## src/rtl/ram_dump_engine_if.sv

```systemverilog
// Bundles the engine's synchronous RAM read port and its valid/ready byte stream.
interface ram_dump_engine_if #(
  parameter int ADDR_WIDTH = 4,
  parameter int DATA_WIDTH = 8
);
  logic                  ram_rd_en;
  logic [ADDR_WIDTH-1:0] ram_rd_addr;
  logic [DATA_WIDTH-1:0] ram_rd_data;
  logic [DATA_WIDTH-1:0] dump_data;
  logic                  dump_valid;
  logic                  dump_ready;
  logic                  dump_last;

  modport master (
    output ram_rd_en, ram_rd_addr, dump_data, dump_valid, dump_last,
    input  ram_rd_data, dump_ready
  );

  modport slave (
    input  ram_rd_en, ram_rd_addr, dump_data, dump_valid, dump_last,
    output ram_rd_data, dump_ready
  );
endinterface

```

## src/rtl/ram_dump_engine.sv

```systemverilog
// Reads RAM[START_ADDR..END_ADDR] after a halt rising edge or start pulse and streams
// HEADER, each data byte, then an 8-bit wrap-around checksum on a valid/ready port.
module ram_dump_engine #(
  parameter int                    ADDR_WIDTH = 4,
  parameter int                    DATA_WIDTH = 8,
  parameter int                    START_ADDR = 0,
  parameter int                    END_ADDR   = 15,
  parameter logic [DATA_WIDTH-1:0] HEADER     = 'hA5
) (
  input  logic               clk,
  input  logic               reset_n,
  input  logic               halt,
  input  logic               start,
  output logic               busy,
  output logic               done,
  ram_dump_engine_if.master  bus
);

  typedef enum logic [2:0] {IDLE, HDR, RD, WT, TX, CK, DN} state_e;

  localparam logic [ADDR_WIDTH-1:0] FIRST_ADDR = ADDR_WIDTH'(START_ADDR);
  localparam logic [ADDR_WIDTH-1:0] LAST_ADDR  = ADDR_WIDTH'(END_ADDR);

  state_e                state_q, state_d;
  logic [ADDR_WIDTH-1:0] addr_q, addr_d;
  logic [DATA_WIDTH-1:0] sum_q, sum_d;
  logic [DATA_WIDTH-1:0] data_q, data_d;
  logic                  halt_q;
  logic                  trigger;

  assign trigger = (halt & ~halt_q) | start;

  // NOTE: every output and next-state value gets a default before the case, so no
  // path through this block leaves a signal unassigned and no latch is inferred.
  always_comb begin
    state_d         = state_q;
    addr_d          = addr_q;
    sum_d           = sum_q;
    data_d          = data_q;
    bus.ram_rd_en   = 1'b0;
    bus.ram_rd_addr = '0;
    bus.dump_valid  = 1'b0;
    bus.dump_data   = '0;
    bus.dump_last   = 1'b0;
    busy            = 1'b0;
    done            = 1'b0;

    case (state_q)
      IDLE: begin
        if (trigger) begin
          state_d = HDR;
          addr_d  = FIRST_ADDR;
          sum_d   = '0;
        end
      end
      HDR: begin
        busy           = 1'b1;
        bus.dump_valid = 1'b1;
        bus.dump_data  = HEADER;
        if (bus.dump_ready) state_d = RD;
      end
      RD: begin
        busy            = 1'b1;
        bus.ram_rd_en   = 1'b1;
        bus.ram_rd_addr = addr_q;
        state_d         = WT;
      end
      WT: begin
        busy    = 1'b1;
        data_d  = bus.ram_rd_data;
        sum_d   = sum_q + bus.ram_rd_data;
        state_d = TX;
      end
      TX: begin
        busy           = 1'b1;
        bus.dump_valid = 1'b1;
        bus.dump_data  = data_q;
        if (bus.dump_ready) begin
          // Equality against the last address, never a wrap test, so END_ADDR at the
          // top of the address space still terminates.
          if (addr_q == LAST_ADDR) begin
            state_d = CK;
          end else begin
            addr_d  = addr_q + 1'b1;
            state_d = RD;
          end
        end
      end
      CK: begin
        busy           = 1'b1;
        bus.dump_valid = 1'b1;
        bus.dump_data  = sum_q;
        bus.dump_last  = 1'b1;
        if (bus.dump_ready) state_d = DN;
      end
      DN: begin
        done    = 1'b1;
        state_d = IDLE;
      end
      default: state_d = IDLE;
    endcase
  end

  // NOTE: state is updated with non-blocking assignments so every register samples
  // the pre-edge values and the order of statements here does not matter.
  always_ff @(posedge clk or negedge reset_n) begin
    if (!reset_n) begin
      state_q <= IDLE;
      addr_q  <= FIRST_ADDR;
      sum_q   <= '0;
      data_q  <= '0;
      halt_q  <= 1'b0;
    end else begin
      state_q <= state_d;
      addr_q  <= addr_d;
      sum_q   <= sum_d;
      data_q  <= data_d;
      halt_q  <= halt;
    end
  end

endmodule

```

## src/flat_wrapper.sv

```systemverilog
// flat-port wrapper written by rule: the top's interface ports become plain ports
module ram_dump_engine_flat 
#(
  parameter int                    ADDR_WIDTH = 4,
  parameter int                    DATA_WIDTH = 8,
  parameter int                    START_ADDR = 0,
  parameter int                    END_ADDR   = 15,
  parameter logic [DATA_WIDTH-1:0] HEADER     = 'hA5
)
  (clk, reset_n, halt, start, busy, done, bus_ram_rd_en, bus_ram_rd_addr, bus_dump_data, bus_dump_valid, bus_dump_last, bus_ram_rd_data, bus_dump_ready);
  ram_dump_engine_if #(.ADDR_WIDTH(ADDR_WIDTH), .DATA_WIDTH(DATA_WIDTH)) bus_i ();
  input  logic clk;
  input  logic reset_n;
  input  logic halt;
  input  logic start;
  output logic busy;
  output logic done;
  output wire logic [$bits(bus_i.ram_rd_en)-1:0] bus_ram_rd_en;
  output wire logic [$bits(bus_i.ram_rd_addr)-1:0] bus_ram_rd_addr;
  output wire logic [$bits(bus_i.dump_data)-1:0] bus_dump_data;
  output wire logic [$bits(bus_i.dump_valid)-1:0] bus_dump_valid;
  output wire logic [$bits(bus_i.dump_last)-1:0] bus_dump_last;
  input wire logic [$bits(bus_i.ram_rd_data)-1:0] bus_ram_rd_data;
  input wire logic [$bits(bus_i.dump_ready)-1:0] bus_dump_ready;
  assign bus_ram_rd_en = bus_i.ram_rd_en;
  assign bus_ram_rd_addr = bus_i.ram_rd_addr;
  assign bus_dump_data = bus_i.dump_data;
  assign bus_dump_valid = bus_i.dump_valid;
  assign bus_dump_last = bus_i.dump_last;
  assign bus_i.ram_rd_data = bus_ram_rd_data;
  assign bus_i.dump_ready = bus_dump_ready;
  ram_dump_engine #(.ADDR_WIDTH(ADDR_WIDTH), .DATA_WIDTH(DATA_WIDTH), .START_ADDR(START_ADDR), .END_ADDR(END_ADDR), .HEADER(HEADER)) u_core (.clk(clk), .reset_n(reset_n), .halt(halt), .start(start), .busy(busy), .done(done), .bus(bus_i));
endmodule
```

## config.mk

```make
export PLATFORM = sky130hd
export DESIGN_NAME = ram_dump_engine_flat
export DESIGN_NICKNAME = d
export VERILOG_FILES = /design/src/rtl/ram_dump_engine_if.sv /design/src/rtl/ram_dump_engine.sv /design/src/flat_wrapper.sv
export SDC_FILE = /design/constraint.sdc
export NUM_CORES = 1
export LEC_CHECK = 0
export CAP_MARGIN = 15
export CORE_MARGIN = 4
export CORE_UTILIZATION = 42
export CTS_CLUSTER_SIZE = 25
export DETAILED_ROUTE_END_ITERATION = 8
export HOLD_SLACK_MARGIN = 0.15
export PLACE_DENSITY = 0.67
export SLEW_MARGIN = 20
export SYNTH_ARGS = -nofsm -noshare
export SYNTH_HDL_FRONTEND = slang
export SYNTH_SLANG_ARGS = --single-unit
```

## constraint.sdc

```tcl
create_clock -name clk -period 2.45 [get_ports clk]
set_input_delay 0.3675 -clock clk [delete_from_list [all_inputs] [get_ports clk]]
set_output_delay 0.3675 -clock clk [all_outputs]
set_load 0.05 [all_outputs]
```

==> results.md, run 1 <==
- Number of remaining DRC errors: 0
- Tmin final: 2311 ps
- Die Y-Extent: 68.85 um
- Leak: 0.9675 nW
- DRC violation total after the first TritonRoute iteration: 92
- Hold WC Path Type: primary input to asynchronous set/reset pin
- Maximum vdd drop: 0.9748 mV
- Final worst slack: 138.9 ps
- Post-Syn Area per Cell: 8.592 um2
- Final Hold Slack: 453.5 ps
- CTS H-tree depth: 1
- CP Class: flop to output pin
- Tot GR Track Use: 17.99%
- Internal: 1.370 mW
- Slew @ Worst Pin: 783.8 ps
- CTS tree: done
- Post-CTS setup buffers: 0
- Die width: 68.85 um
- CTS Hold Bufs: 0
- Global-route wire length before repair: 6.341 mm
- Sequential power share: 27.0%
- Combinational group share of total power: 59.2%
- Post-synth EDFFs: 0
- Mapped Nets: 203
- CP max stage delay: 680 ps
- Diode count: 0
- Final hold viol count: 0
- Core area: 3442 um2
- Max clock buf depth: 2
- Fin Setup TNS: 0 ps
- Sw frac: 45.74%
- Critical path peak fanout: 20
- Clock latency on the worst-skew pair: 270 ps
- RSZ-0062 raised after global routing: false
- Nature of the critical path endpoint: output pin
- Critical path cell sequence: nor2_1 -> nand2_1 -> a21oi_1 -> buf_12
- Detailed Route WL: 3.713 mm
- Total Power: 2.525 mW
- DR vias: 1,387
- Nets: 237
- Part of the power in the clock network: 13.8%
- Initial antenna violation count: 0
- Most frequent cells in the layout: nand2_1 (41), dfrtp_1 (24), o21ai_0 (16)
- Final ANT Viol Nets: 0
- GR Overflow Total: 0
- Dpl hpwl: 2.760 mm
- Port Buffers: 29
- Vias in the first global route: 1,395
- PwrDens: 1221 nW/um2
- CTS root buf: clkbuf_8
- CTS clk-pin slew, worst paths: 90 ps
- Worst Clk Skew: 9.332 ps
- Startpoint types: flop
- Sequential fraction of the synthesis area: 38.62%
- Pre-CTS setup slack: 52.25 ps
- Worst EP required: 2080 ps
- P&R area growth vs syn: 32.98%
- Initial Util: 45.18%
- TritonCTS buffer count: 3
- Synth cell types: 36
- I/O pins: 30
- Die area: 4740 um2
- Final Cycle Share: 94.33%
- NetSw: 1.155 mW
- Clock sinks: 24
- Ys flop type: dfrtp_1
- CP max stage cell: dfrtp_1
- Maximum clock rate: 432.7 MHz
- Cell Area, Synth: 1555 um2
- Mapped Cells: 181
- Layout cells sized above 1: 15.42%
- Fraction of registers with async set/reset: 100.0%
- Seq cells post-synth: 24
- Largest net degree at the start of global routing: 25
- Worst reg2reg setup slack: 400 ps
- Rows: 21
- GP Congestion: 0.8098
- CP arrival: 1940 ps
- Via-to-Cell Ratio: 5.335
- Slew HR: 47.74%
- Max-cap viol count: 0
- WL/cell: 14.28 um
- Final Setup Violations: 0
- Status: finished, final reports clean
- DRT Pass-1 Iters: 4
- Max-slew violation count: 0
- Most common cell after layout, fill and taps aside: nand2_1
- Yosys warning total: 0
- Post-CTS sizing: 0
-- power groups by stage --
stage	Sequential (mW)	Combinational (mW)	Clock (mW)
final	0.682	1.49	0.349
after global routing	0.703	1.63	0.378
after CTS	0.680	1.50	0.363
after detailed placement	0.688	1.50	0
after global placement	0.679	1.48	0
after floorplan	0.626	1.01	0
-- state kept, by name, indices dropped and copies added (netlist names) --
signal,flops
u_core.halt_q,1
u_core.sum_q,8
u_core.addr_q,4
u_core.state_q,3
u_core.data_q,8
-- per-stage QoR --
step / utilization, % / std cells / cell area [um2]
5_1_grt: 60.09 / 260 / 2068
2_1_floorplan: - / 181 / 1555
4_1_cts: 60.09 / 260 / 2068
6_report: 60.09 / 260 / 2068
3_3_place_gp: 58.02 / 256 / 1997
3_5_place_dp: 58.02 / 256 / 1997
-- per-layer routing --
layer	part of all wire, %	track usage [%]	vias up
met4	0.78	5.596	0
met2	48	29.64	35
met1	46	23.69	649
met5	0	0	-
met3	5.3	3.566	2
li1	-	-	701
-- cell usage after synthesis (all sizes together) (5+ instances only) --
cell type	n	share of area, %
a21oi	10	3.2
and3	7	2.8
buf	5	2.4
dfrtp	24	39
ha	8	6.4
inv	6	1.4
mux2i	5	3.2
nand2	41	9.9
nor2	12	2.9
nor3	6	1.9
o21ai	16	5.1
-- final timing paths --
kind                                   start               end  depth (start not counted)
setup / recovery           u_core.state_q[0]  bus_dump_data[7]                          4
hold / removal                       reset_n   u_core.sum_q[6]                          2
setup reg to reg           u_core.state_q[0]  u_core.addr_q[0]                          4
hold reg to reg             u_core.data_q[1]  u_core.data_q[1]                          2
max in group asynchronous            reset_n   u_core.sum_q[7]                          2
min in group clk            u_core.data_q[1]  u_core.data_q[1]                          2
-- final cells by class --
class	instances	area [um2]
Timing Repair Buffer	37	432.9
Fill cell	320	1374
Tap cell	46	57.56
Clock buffer	3	41.29
Inverter	7	26.28
Multi-Input combinational cell	142	879.6
Clock inverter	1	30.03
Sequential cell	24	600.6
-- cell families after synthesis --
logic type | synth area share (%)
AO/OA/AOI/OAI | 18.91
XOR/XNOR | 3.379
adder cells (fa/ha/maj) | 7.724
buffers and inverters | 4.826
flip-flops | 38.62
multiplexers | 3.942
AND/OR/NAND/NOR | 22.61
-- worst max-delay path: cells and delay by family, from the launching register on --
| family | cells | cell delay (ps) |
|---|---|---|
| AO/OA/AOI/OAI | 1 | 270 |
| buffers and inverters | 1 | 180 |
| flip-flops | 1 | 680 |
| AND/OR/NAND/NOR | 2 | 540 |
Note: power is estimated with default switching activity, not from simulation.
==> run 2, diff against run 1 <==
==> constraint.sdc (replaced) <==
create_clock -name clk -period 2.7 [get_ports clk]
set_input_delay 0.405 -clock clk [delete_from_list [all_inputs] [get_ports clk]]
set_output_delay 0.405 -clock clk [all_outputs]
set_load 0.05 [all_outputs]
==> results.md, run 2 (same netlist as run 1, synthesis figures left out) <==
- Status: finished, final reports clean
- Post-CTS sizing: 0 (unchanged)
- Nature of the critical path endpoint: output pin
- Detailed Route WL: 3.732 mm (+0.51%)
- DRT Pass-1 Iters: 4 (unchanged)
- Final Cell Area: 1904 um2 (-7.9%)
- Core area: 3442 um2 (unchanged)
- CP max stage cell: dfrtp_1
- PwrDens: 1080 nW/um2 (-12%)
- WL/cell: 14.58 um (+2.1%)
- Die area: 4740 um2 (unchanged)
- Maximum vdd drop: 0.4664 mV (-52%)
- P&R area growth vs syn: 22.45%
- GP Congestion: 0.8389 (+3.6%)
- Final Setup Violations: 0 (unchanged)
- RSZ-0062 raised after global routing: false
- Leak: 0.9059 nW (-6.4%)
- Crit path max-delay family: buffers and inverters
- Top flop regs: u_core.data_q: 8 flops, u_core.sum_q: 8 flops, u_core.addr_q: 4 flops
- DR WL met2: 1.813 mm (+0.95%)
- Fin Setup TNS: 0 ps (unchanged)
- CP arrival: 2010 ps (+70 ps)
- Max-cap viol count: 0 (unchanged)
- Post-DP Area: 1849 um2 (-7.4%)
- Port Buffers: 29 (unchanged)
- Die width: 68.85 um (unchanged)
- Clock sinks: 24 (unchanged)
- Rows: 21 (unchanged)
- Post-CTS setup buffers: 0 (unchanged)
- Critical path peak fanout: 9 (-55%)
- Worst Clk Skew: 2.248 ps (-7.084 ps)
- Startpoint types: flop
- CTS Hold Bufs: 0 (unchanged)
- DRC violation total after the first TritonRoute iteration: 59 (-36%)
- GR Overflow Total: 0 (unchanged)
- Worst EP required: 2300 ps (+220 ps)
- Clock latency on the worst-skew pair: 270 ps (about the same)
- CTS H-tree depth: 1 (unchanged)
- Dpl hpwl: 2.733 mm (-0.97%)
- Critical path cell sequence: clkinv_1 -> nor2_1 -> nand2_1 -> a21oi_1 -> buf_4
- Max-slew violation count: 0 (unchanged)
- Nets: 233 (-1.7%)
- Slew @ Worst Pin: 605.2 ps (-178.6 ps)
- Number of remaining DRC errors: 0 (unchanged)
- Via-to-Cell Ratio: 5.355 (+0.39%)
- Top layer reached by signal wires: met4
- Largest net degree at the start of global routing: 25 (unchanged)
- Initial Util: 45.18% (unchanged)
- Max clock buf depth: 2 (unchanged)
- Layout cells sized above 1: 12.38% (-3.0 points)
- Most common cell after layout, fill and taps aside: nand2_1
- Total Power: 2.057 mW (-19%)
- Tot GR Track Use: 17.52% (-0.47 points)
- WL met3: 179 um (-8.7%)
- Maximum clock rate: 413.4 MHz
- CTS root buf: clkbuf_8
- Worst Path Buf+Inv: 2 (+1)
- CTS clk-pin slew, worst paths: 90 ps (about the same)
- Initial antenna violation count: 0 (unchanged)
- DR vias: 1,371 (-1.2%)
- Final ANT Viol Nets: 0 (unchanged)
- Vias in the first global route: 1,376 (-1.4%)
- Slew HR: 59.22% (+11 points)
- CTS tree: done
- Hold WC Path Type: flop to flop
- I/O pins: 30 (unchanged)
- Tmin final: 2419 ps
- Global-route wire length before repair: 6.292 mm (-0.77%)
- Die Y-Extent: 68.85 um (unchanged)
- Most frequent cells in the layout: nand2_1 (41), dfrtp_1 (24), buf_4 (18)
- TritonCTS buffer count: 3 (unchanged)
- Final Cycle Share: 89.59%
- Met1 WL: 1.711 mm (+1.2%)
- CP Class: flop to output pin
- Final hold viol count: 0 (unchanged)
- CP max stage delay: 540 ps (-140 ps)
- Diode count: 0 (unchanged)
run 2: changes by cell type in the layout (fill, tap and decap cells not counted), sizes merged:
| cell | change |
|---|---|
| bufinv | -1 |
| buf | -7 |
| clkdlybuf4s50 | +3 |
| clkbuf | +1 |
run 2: path summary, 6_finish.rpt:
| kind | startpoint | end | slack (ps) | cells past startpoint |
|---|---|---|---|---|
| worst max-delay path | u_core.state_q[2] | bus_dump_data[7] | 280 | 5 |
| worst min-delay path | u_core.data_q[4] | u_core.data_q[4] | 480 | 2 |
| worst max register to register | u_core.state_q[1] | u_core.sum_q[7] | 590 | 5 |
| worst min register to register | u_core.data_q[4] | u_core.data_q[4] | 480 | 2 |
| max in group asynchronous | reset_n | u_core.sum_q[0] | 1960 | 2 |
| min in group asynchronous | reset_n | u_core.data_q[3] | 500 | 2 |
run 2: per-layer routing:
metal	up-vias	global-route usage [%]
met4	0	4.866
li1	686	-
met2	35	29.40
met3	4	2.107
met5	-	0
met1	646	23.71
run 2: power breakdown:
| part | switching [mW] | internal (mW) | total [mW] |
|---|---|---|---|
| clock | 0.117 | 0.130 | 0.247 |
| combinational | 0.772 | 0.418 | 1.19 |
| sequential | 0.134 | 0.485 | 0.619 |
| total | 1.02 | 1.03 | 2.06 |
run 2: final cells by class:
type | instances | area [um2]
Clock buffer | 4 | 55.05
Fill cell | 328 | 1538
Inverter | 7 | 26.28
Multi-Input combinational cell | 142 | 879.6
Sequential cell | 24 | 600.6
Tap cell | 46 | 57.56
Timing Repair Buffer | 33 | 285.3
run 2: tightest hold or removal path, cell delays in order, from the launching register on:
cell and delay, ps:
dfrtp_1 350, nand2_1 50, nand2_1 60
run 2: metrics by stage:
step                      cells  worst slack [ps]  hold WS (ps)  utilization [%]
after floorplan             181             419.4         109.4                -
after global placement      252             336.0         457.9            53.73
after detailed placement    252             286.7         462.8            53.73
after CTS                   256             301.5         484.4            55.33
after global routing        256             131.2         510.2            55.33
final                       256             281.1         484.0            55.33
==> run 3, diff against run 2 <==
--- a/config.mk
+++ b/config.mk
@@ -8,6 +8,7 @@
 export CAP_MARGIN = 15
 export CORE_MARGIN = 4
 export CORE_UTILIZATION = 42
+export CTS_BUF_LIST = sky130_fd_sc_hd__clkbuf_2
 export CTS_CLUSTER_SIZE = 25
 export DETAILED_ROUTE_END_ITERATION = 8
 export HOLD_SLACK_MARGIN = 0.15
==> results.md, run 3 (same netlist as run 1, synthesis figures left out) <==
- I/O pins: 30 (unchanged)
- Startpoint types: flop
- Final Setup Violations: 0 (unchanged)
- R2r endpoint: u_core.sum_q[7]
- Tot GR Track Use: 17.73% (+0.20 points)
- Worst reg2reg setup slack: 570 ps (-20 ps)
- CTS tree: done
- CTS root buf: clkbuf_2
- Leak: 0.8909 nW (-1.6%)
- Slew HR: 59.98% (+0.76 points)
- Most frequent cells in the layout: nand2_1 (41), dfrtp_1 (24), buf_4 (18)
- Critical path peak fanout: 16 (+7)
- Number of remaining DRC errors: 0 (unchanged)
- Most common cell after layout, fill and taps aside: nand2_1
- Rows: 21 (unchanged)
- Part of the power in the clock network: 7.5% (-4.5 points)
- Reg-to-Reg Start: u_core.state_q[1]
- Critical path cell sequence: nor3_1 -> a21oi_1 -> clkdlybuf4s50_1
- Die Y-Extent: 68.85 um (unchanged)
- CTS clk-pin slew, worst paths: 240 ps (+150 ps)
- RSZ-0062 raised after global routing: false
- Max clock buf depth: 2 (unchanged)
- Post-CTS sizing: 0 (unchanged)
- CP Class: flop to output pin
- GP Congestion: 0.8389 (unchanged)
- Maximum vdd drop: 0.4994 mV (+7.1%)
- CTS Hold Bufs: 0 (unchanged)
- Layout cells sized above 1: 12.38% (unchanged)
- Initial antenna violation count: 0 (unchanged)
- Fin Setup TNS: 0 ps (unchanged)
- Largest net degree at the start of global routing: 25 (unchanged)
- Fill count: 337 (+2.7%)
- Total Power: 1.956 mW (-4.9%)
- Via-to-Cell Ratio: 5.430 (+1.4%)
- DRT Pass-1 Iters: 6 (+2)
- DR vias: 1,390 (+1.4%)
- CP arrival: 2060 ps (+50 ps)
- Initial Util: 45.18% (unchanged)
- Worst R2R Path Depth: 5 (unchanged)
- Top flop regs: u_core.data_q: 8 flops, u_core.sum_q: 8 flops, u_core.addr_q: 4 flops
- Dpl hpwl: 2.733 mm (unchanged)
- PwrDens: 1046 nW/um2 (-3.2%)
- CP max stage cell: clkdlybuf4s50_1
- Combinational group share of total power: 60.9% (+3.0 points)
- Worst Clk Skew: 8.480 ps (+6.232 ps)
- CP max stage delay: 820 ps (+280 ps)
- GR Overflow Total: 0 (unchanged)
- Sequential power share: 31.6% (+1.5 points)
- Hold WC Path Type: primary input to asynchronous set/reset pin
- Worst EP required: 2300 ps (about the same)
- WL/cell: 14.68 um (+0.67%)
- Diode count: 0 (unchanged)
- Vias in the first global route: 1,394 (+1.3%)
- TritonCTS buffer count: 3 (unchanged)
- Maximum clock rate: 405.7 MHz (-1.9%)
- Nets: 233 (unchanged)
- Tmin final: 2465 ps (+45.89 ps)
- Die width: 68.85 um (unchanged)
- Die area: 4740 um2 (unchanged)
- Status: finished, final reports clean
- Nature of the critical path endpoint: output pin
- NetSw: 1.021 mW (-0.17%)
- Max-cap viol count: 0 (unchanged)
- Core area: 3442 um2 (unchanged)
- Slew @ Worst Pin: 594.0 ps (-11.21 ps)
- Final ANT Viol Nets: 0 (unchanged)
- Detailed Route WL: 3.757 mm (+0.67%)
- Clock latency on the worst-skew pair: 350 ps (+80 ps)
- Post-CTS setup buffers: 0 (unchanged)
- Max-slew violation count: 0 (unchanged)
- Clock sinks: 24 (unchanged)
- DRC violation total after the first TritonRoute iteration: 89 (+51%)
- P&R area growth vs syn: 20.27%
- Internal: 934.8 uW (-9.6%)
- Final Cycle Share: 91.29% (+1.7 points)
- Global-route wire length before repair: 6.341 mm (+0.78%)
- Sw frac: 52.21% (+2.5 points)
- Port Buffers: 29 (unchanged)
- CTS H-tree depth: 1 (unchanged)
- Final hold viol count: 0 (unchanged)
==> run 3: cell type report <==
class | count | area (um2) | share of cell area (%)
multi-input cells | 142 | 882.1 | 47.16
flip-flops and latches | 24 | 600.6 | 32.11
repair buffers | 33 | 285.3 | 15.25
well taps | 46 | 57.56 | 3.077
inverters | 7 | 26.28 | 1.405
clock buffers | 3 | 15.01 | 0.8027
clock inverters | 1 | 3.754 | 0.2007
==> run 3: worst max path at each step <==
stage / startpoint / to / slack [ps] / depth (start not counted)
2_1_floorplan: u_core.state_q[0] / bus_dump_data[0] / 420 / 4
3_3_place_gp: bus_ram_rd_data[0] / u_core.sum_q[6] / 340 / 8
3_5_place_dp: bus_ram_rd_data[0] / u_core.sum_q[6] / 290 / 8
4_1_cts: u_core.state_q[2] / bus_dump_data[7] / 170 / 5
5_1_grt: u_core.state_q[1] / busy / 40 / 3
6_report: u_core.state_q[1] / busy / 240 / 3
==> run 3: worst max-delay path: cells and delay by family, from the launching register on <==
family | cells | cell delay, ps
AO/OA/AOI/OAI | 1 | 130
buffers and inverters | 1 | 820
flip-flops | 1 | 670
AND/OR/NAND/NOR | 1 | 100
==> run 3: metrics by stage <==
step | worst slack [ps] | std cells | util (%) | instance area [um2] | hold WS (ps)
after floorplan | 419.4 | 181 | - | 1555 | 109.4
after global placement | 336.0 | 252 | 53.73 | 1849 | 457.9
after detailed placement | 286.7 | 252 | 53.73 | 1849 | 462.8
after CTS | 168.8 | 256 | 54.27 | 1868 | 382.1
after global routing | 41.12 | 256 | 54.34 | 1871 | 376.8
final | 235.2 | 256 | 54.34 | 1871 | 369.8
==> run 3: metal layers <==
layer	part of all wire, %	vias to the layer above	global-route usage (%)
met3	4.9	6	2.269
met4	0.85	0	5.839
li1	-	688	-
met2	49	34	28.93
met5	0	-	0
met1	46	662	24.22
==> run 3: power by group through the flow <==
| stage | logic, mW | clock network, mW | registers, mW |
|---|---|---|---|
| floorplan | 0.921 | 0 | 0.568 |
| global placement | 1.17 | 0 | 0.618 |
| detailed placement | 1.19 | 0 | 0.625 |
| CTS | 1.20 | 0.147 | 0.616 |
| global route | 1.31 | 0.161 | 0.642 |
| finish | 1.19 | 0.147 | 0.618 |
